--- src/rtl/hazard_pkg.sv ---
// Shared types and constants for the pipeline hazard unit: forwarding mux codes,
// stall FSM states and the default register index width.
package hazard_pkg;

    localparam int unsigned REG_ADDR_W_DEF = 5;
    localparam int unsigned X0             = 0;

    typedef enum logic [1:0] {
        FWD_RF = 2'b00,
        FWD_ME = 2'b01,
        FWD_WB = 2'b10
    } fwd_sel_e;

    typedef enum logic [0:0] {
        IDLE  = 1'b0,
        STALL = 1'b1
    } hz_state_e;

endpackage

--- src/rtl/forward_select.sv ---
// Single-source EX operand forwarding comparator; ME result takes priority over WB.
module forward_select
    import hazard_pkg::*;
#(
    parameter int unsigned REG_ADDR_W = REG_ADDR_W_DEF
) (
    input  logic [REG_ADDR_W-1:0] ex_rs,
    input  logic [REG_ADDR_W-1:0] me_rd,
    input  logic                  me_ruwr,
    input  logic [REG_ADDR_W-1:0] wb_rd,
    input  logic                  wb_ruwr,
    output fwd_sel_e              fwd_sel
);

    logic me_hit;
    logic wb_hit;

    // x0 is hardwired to zero, so a write to it never produces a forwardable value
    assign me_hit = me_ruwr && (me_rd != REG_ADDR_W'(X0)) && (me_rd == ex_rs);
    assign wb_hit = wb_ruwr && (wb_rd != REG_ADDR_W'(X0)) && (wb_rd == ex_rs);

    always_comb begin
        fwd_sel = FWD_RF;
        if (me_hit) begin
            fwd_sel = FWD_ME;
        end else if (wb_hit) begin
            fwd_sel = FWD_WB;
        end
    end

endmodule

--- src/rtl/hazard_unit.sv ---
// Pipeline hazard unit: operand forwarding, load-use stall FSM and branch flush.
// Optional saturating perf counters are enabled by defining HAZARD_PERF_CNT_EN.
module hazard_unit
    import hazard_pkg::*;
#(
    parameter int unsigned REG_ADDR_W = REG_ADDR_W_DEF,
    parameter int unsigned NUM_SRC    = 2,
    parameter int unsigned LOAD_LAT   = 1,
    parameter int unsigned CNT_W      = 32
) (
    input  logic                          clk,
    input  logic                          rst_n,
    input  logic [NUM_SRC*REG_ADDR_W-1:0] id_rs,
    input  logic [NUM_SRC*REG_ADDR_W-1:0] ex_rs,
    input  logic [REG_ADDR_W-1:0]         ex_rd,
    input  logic                          ex_ruwr,
    input  logic                          ex_is_load,
    input  logic [REG_ADDR_W-1:0]         me_rd,
    input  logic                          me_ruwr,
    input  logic [REG_ADDR_W-1:0]         wb_rd,
    input  logic                          wb_ruwr,
    input  logic                          br_taken,
    output logic [NUM_SRC*2-1:0]          fwd_sel,
    output logic                          pc_stall,
    output logic                          if_id_stall,
    output logic                          if_id_flush,
    output logic                          id_ex_flush,
    output logic [CNT_W-1:0]              stall_cycles,
    output logic [CNT_W-1:0]              flush_cycles
);

    localparam logic [2:0] LatM1 = 3'(LOAD_LAT - 1);

    for (genvar g = 0; g < int'(NUM_SRC); g++) begin : g_src
        fwd_sel_e fwd_raw;

        forward_select #(
            .REG_ADDR_W (REG_ADDR_W)
        ) u_fwd (
            .ex_rs   (ex_rs[g*REG_ADDR_W +: REG_ADDR_W]),
            .me_rd   (me_rd),
            .me_ruwr (me_ruwr),
            .wb_rd   (wb_rd),
            .wb_ruwr (wb_ruwr),
            .fwd_sel (fwd_raw)
        );

        assign fwd_sel[2*g +: 2] = rst_n ? fwd_raw : FWD_RF;
    end

    logic lu_hit;
    logic lu;

    always_comb begin
        lu_hit = 1'b0;
        for (int i = 0; i < int'(NUM_SRC); i++) begin
            lu_hit = lu_hit | (ex_rd == id_rs[i*REG_ADDR_W +: REG_ADDR_W]);
        end
    end

    assign lu = ex_is_load && ex_ruwr && (ex_rd != REG_ADDR_W'(X0)) && lu_hit;

    hz_state_e  state_q, state_d;
    logic [2:0] cnt_q, cnt_d;
    logic       stall;
    logic       flush;

    // The first bubble is raised combinationally from IDLE; STALL covers the remaining ones
    always_comb begin
        state_d = state_q;
        cnt_d   = cnt_q;
        stall   = 1'b0;
        flush   = 1'b0;
        if (br_taken) begin
            flush   = 1'b1;
            state_d = IDLE;
            cnt_d   = '0;
        end else begin
            case (state_q)
                IDLE: begin
                    if (lu) begin
                        stall = 1'b1;
                        if (LOAD_LAT > 1) begin
                            state_d = STALL;
                            cnt_d   = LatM1;
                        end
                    end
                end
                STALL: begin
                    stall = 1'b1;
                    cnt_d = cnt_q - 3'd1;
                    if (cnt_q == 3'd1) begin
                        state_d = IDLE;
                    end
                end
                default: begin
                    state_d = IDLE;
                    cnt_d   = '0;
                end
            endcase
        end
    end

    always_ff @(posedge clk or negedge rst_n) begin
        if (!rst_n) begin
            state_q <= IDLE;
            cnt_q   <= '0;
        end else begin
            state_q <= state_d;
            cnt_q   <= cnt_d;
        end
    end

    assign pc_stall    = rst_n & stall;
    assign if_id_stall = rst_n & stall;
    assign if_id_flush = rst_n & flush;
    assign id_ex_flush = rst_n & (stall | flush);

`ifdef HAZARD_PERF_CNT_EN
    logic [CNT_W-1:0] stall_cnt_q, stall_cnt_d;
    logic [CNT_W-1:0] flush_cnt_q, flush_cnt_d;

    always_comb begin
        stall_cnt_d = stall_cnt_q;
        flush_cnt_d = flush_cnt_q;
        if (pc_stall && (stall_cnt_q != '1)) begin
            stall_cnt_d = stall_cnt_q + CNT_W'(1);
        end
        if (br_taken && (flush_cnt_q != '1)) begin
            flush_cnt_d = flush_cnt_q + CNT_W'(1);
        end
    end

    always_ff @(posedge clk or negedge rst_n) begin
        if (!rst_n) begin
            stall_cnt_q <= '0;
            flush_cnt_q <= '0;
        end else begin
            stall_cnt_q <= stall_cnt_d;
            flush_cnt_q <= flush_cnt_d;
        end
    end

    assign stall_cycles = stall_cnt_q;
    assign flush_cycles = flush_cnt_q;
`else
    assign stall_cycles = '0;
    assign flush_cycles = '0;
`endif

endmodule

--- config.mk ---
export PLATFORM = sky130hd
export DESIGN_NAME = hazard_unit
export DESIGN_NICKNAME = d
export VERILOG_FILES = /design/src/rtl/hazard_pkg.sv /design/src/rtl/forward_select.sv /design/src/rtl/hazard_unit.sv
export SDC_FILE = /design/constraint.sdc
export NUM_CORES = 1
export LEC_CHECK = 0
export BUFFER_PORTS_ARGS = -buffer_cell sky130_fd_sc_hd__buf_4
export CAP_MARGIN = 20
export CORE_ASPECT_RATIO = 1.4
export CORE_MARGIN = 5
export CORE_UTILIZATION = 33
export CTS_CLUSTER_SIZE = 8
export DETAILED_ROUTE_END_ITERATION = 12
export GPL_ROUTABILITY_DRIVEN = 1
export GPL_TIMING_DRIVEN = 1
export PLACE_DENSITY = 0.82
export SLEW_MARGIN = 20
export SYNTH_ARGS = -nofsm -noshare
export SYNTH_HDL_FRONTEND = slang
export SYNTH_HIERARCHICAL = 1
export SYNTH_SLANG_ARGS = --single-unit
--- constraint.sdc ---
create_clock -name clk -period 1 [get_ports clk]
set_input_delay 0.1 -clock clk [delete_from_list [all_inputs] [get_ports clk]]
set_output_delay 0.1 -clock clk [all_outputs]
set_load 0.03 [all_outputs]
==> metrics <==
x dimension of the die 60.7 µm; Clock transition at path regs about 0.030 ns; count of antenna diodes in the layout 0; final hold violations 0; clock tree from TritonCTS built; run status finished with violations; worst setup path category primary input to primary output; master of the slowest instance on the critical path or3_4; synthesized instance count 154; M1 wire length 898 µm; Pre-Repair DR Iteration Count 4; Post-Place Setup Slack -0.318 ns; # setup viols final 9; total detailed-routing wirelength roughly 3400 µm; met3 routed wirelength 536 µm; DR iter-0 viols 25; time the final worst path needs with I/O delays and setup 1.34 ns; number of levels the H-tree was split into 1; Die Ht 81.0 µm; worst IR drop on VDD about 0.62 mV; number of sinks on the clock net 4; global-route usage over all layers 12.8%; Worst Path Required 0.90 ns; post-synthesis area per instance 7.72 µm²; Detailed Place HPWL about 2600 µm; Most Frequent Cell on Critical Path buf_6; number of antenna violations at the first check in global routing 0; Initial Utilization 34.5%; I/O pin total 114; data arrival time at the worst-slack endpoint 1.24 ns; routed length per placed instance roughly 14 µm; routed vias roughly 1100; cell leakage power 0.875 nW; vias in the first global route approximately 1100; DR top layer met4; largest net degree at the start of global routing 9; worst hold path class primary input to flop; Detail Route Antenna Nets 0; clock latency on the worst-skew pair 0.21 ns; failing checks negative setup slack; final count of pins violating max slew 0; Layout Area Growth over Synthesis 55.2%; Port Buf Inserts 49; GPL Wtd Cong 0.797; delay of the slowest cell on the worst path 0.37 ns; critical path, cell by cell buf_6, or3_4, o311a_4, nand2_2, o21ai_4, buf_6; family with the most delay on the worst path simple AND/OR/NAND/NOR gates; buffer levels on the longest clock path 2; first-pass GRT wire length 4600 µm; fraction of the core area covered by cells at the end of the flow 53.6%; Netlist cell types 25; number of buffers inserted during clock tree synthesis 3; share of cells above drive strength 1 47.6%; Via-to-Cell Ratio 4.21; area of the mapped netlist 1190 µm²; master cell of the clock root buffer clkbuf_8; smallest setup slack after layout -0.337 ns; number of buffers and inverters on the critical path 2; layout net count 258; Syn. warnings 6; die area 4920 µm²; worst setup skew after layout between 0.0007 and 0.0008 ns; post-route fraction of the period consumed by the critical path 134%; endpoint class of the critical path primary output; Std-Cell Core Area approximately 3400 µm²; number of violations of the max-capacitance limit 0; RSZ-0062 raised after global routing yes; detailed-routed wire length on met2 roughly 1900 µm; highest net fanout along the worst path 3; power per standard cell area approximately 730 nW/µm²; Seq/Total Area, Yosys 8.42%; maximum clock frequency 0.748 GHz; GRT Residual Overflow 0; sort of element at the start of the critical path primary input; total of flip-flops plus latches after synthesis 4; Site Rows 25; DRC violations left 0
[cells in the mapped netlist]
master,n,area share [%]
a211oi_1,1,0.63
a211oi_2,2,2.1
a21oi_1,2,0.84
a22oi_1,1,0.63
and2_1,5,2.6
buf_4,67,42
conb_1,1,0.32
dfrtp_1,4,8.4
ha_1,2,2.1
inv_1,2,0.63
nand2_1,8,2.5
nand3_1,4,1.7
nor2_1,7,2.2
nor2b_1,2,1.1
nor3_1,6,2.5
nor3_2,2,1.7
nor3b_1,1,0.63
nor4_1,2,1.1
o21ai_0,1,0.42
o21ai_1,2,0.84
o311a_1,1,0.84
o41ai_2,2,2.7
or3_1,1,0.53
xnor2_1,11,8.1
xor2_1,17,13
[what timing repair did]
action / 4_1_cts / 5_1_grt
setup buffers: 1 / 0
hold endpoints to repair: 4 / 0
hold buffers: 1 / 0
pin swaps: 21 / 14
resized for setup: 36 / 30
setup endpoints to repair: 9 / 11
[worst paths after layout]
| path | slack [ns] | endpoint | start | cells after the start |
|---|---|---|---|---|
| min in group asynchronous | 0.44 | cnt_q[1] | rst_n | 3 |
| setup reg to reg | -0.01 | cnt_q[1] | cnt_q[0] | 3 |
| setup / recovery | -0.34 | pc_stall | ex_rd[1] | 6 |
| hold reg to reg | 0.63 | state_q | cnt_q[2] | 2 |
| max in group asynchronous | 0.37 | cnt_q[0] | rst_n | 3 |
| hold / removal | 0.10 | cnt_q[0] | br_taken | 2 |
[worst reg2reg max path: cells and delay by family (launching register included)]
family          cells  cell delay, ns
flops               1            0.43
compound gates      1            0.22
fa+ha+maj           1            0.19
buf+inv             1            0.08
[area by class of cell]
class                           count  area, µm²
Multi-Input combinational cell    144       1090
Timing Repair Buffer               59        557
Fill cell                         296       1600
Sequential cell                     4        101
Inverter                            2       7.51
Tap cell                           40       50.0
Clock buffer                        3       41.3
[metal layers]
metal / track usage (%) / up-vias
li1: - / 490
met2: 23.4 / 91
met5: 0 / -
met3: 4.45 / 12
met4: 10.4 / 0
met1: 10.5 / 468
[layout by cell type, fill, tap and decap left out, types with 3 or more instances in the layout]
cell type	synthesis	layout
nand2_2	0	5
clkbuf_8	0	3
nand2_1	8	3
dfrtp_1	4	3
buf_6	0	19
and2_4	0	4
xor2_1	17	17
buf_4	67	35
nor2_1	7	5
xnor2_2	0	5
xnor2_4	0	4
conb_1	1	64
nor3_2	2	3
nor3_1	6	5
[power breakdown]
group | leakage, nW | internal (mW) | switching [mW] | total [mW]
combinational | 0.799 | 0.300 | 0.560 | 0.860
sequential | 0.0542 | 0.163 | 0.000000000000000356 | 0.163
clock | 0.0216 | 0.256 | 0.0747 | 0.331
[registers in the layout, indices dropped and copies added, names as in the netlist]
signal / cells
state_q: 1
cnt_q: 3
[through the flow]
step / hold slack (ns) / TNS, ns / instances / cell area [µm²] / total power [mW]
2_1_floorplan: -0.196 / -0.392 / 217 / 1480 / 0.826
3_3_place_gp: 0.0176 / -1.83 / 247 / 1450 / 0.862
3_5_place_dp: 0.0236 / -1.99 / 247 / 1450 / 0.873
4_1_cts: 0.0953 / -1.58 / 252 / 1680 / 1.28
5_1_grt: 0.120 / -2.19 / 252 / 1840 / 1.43
6_report: 0.103 / -1.72 / 252 / 1840 / 1.35
[cell families after synthesis]
family | after synthesis | synth area share [%]
other | 1 | 0.315
DFF | 4 | 8.42
AOI/OAI and AO/OA | 12 | 9.05
buffers and inverters | 69 | 42.9
xor gates and xnor gates | 28 | 20.6
adders and majority gates | 2 | 2.10
and+or+nand+nor | 38 | 16.5
No activity file was read; power rests on OpenSTA's default activity.
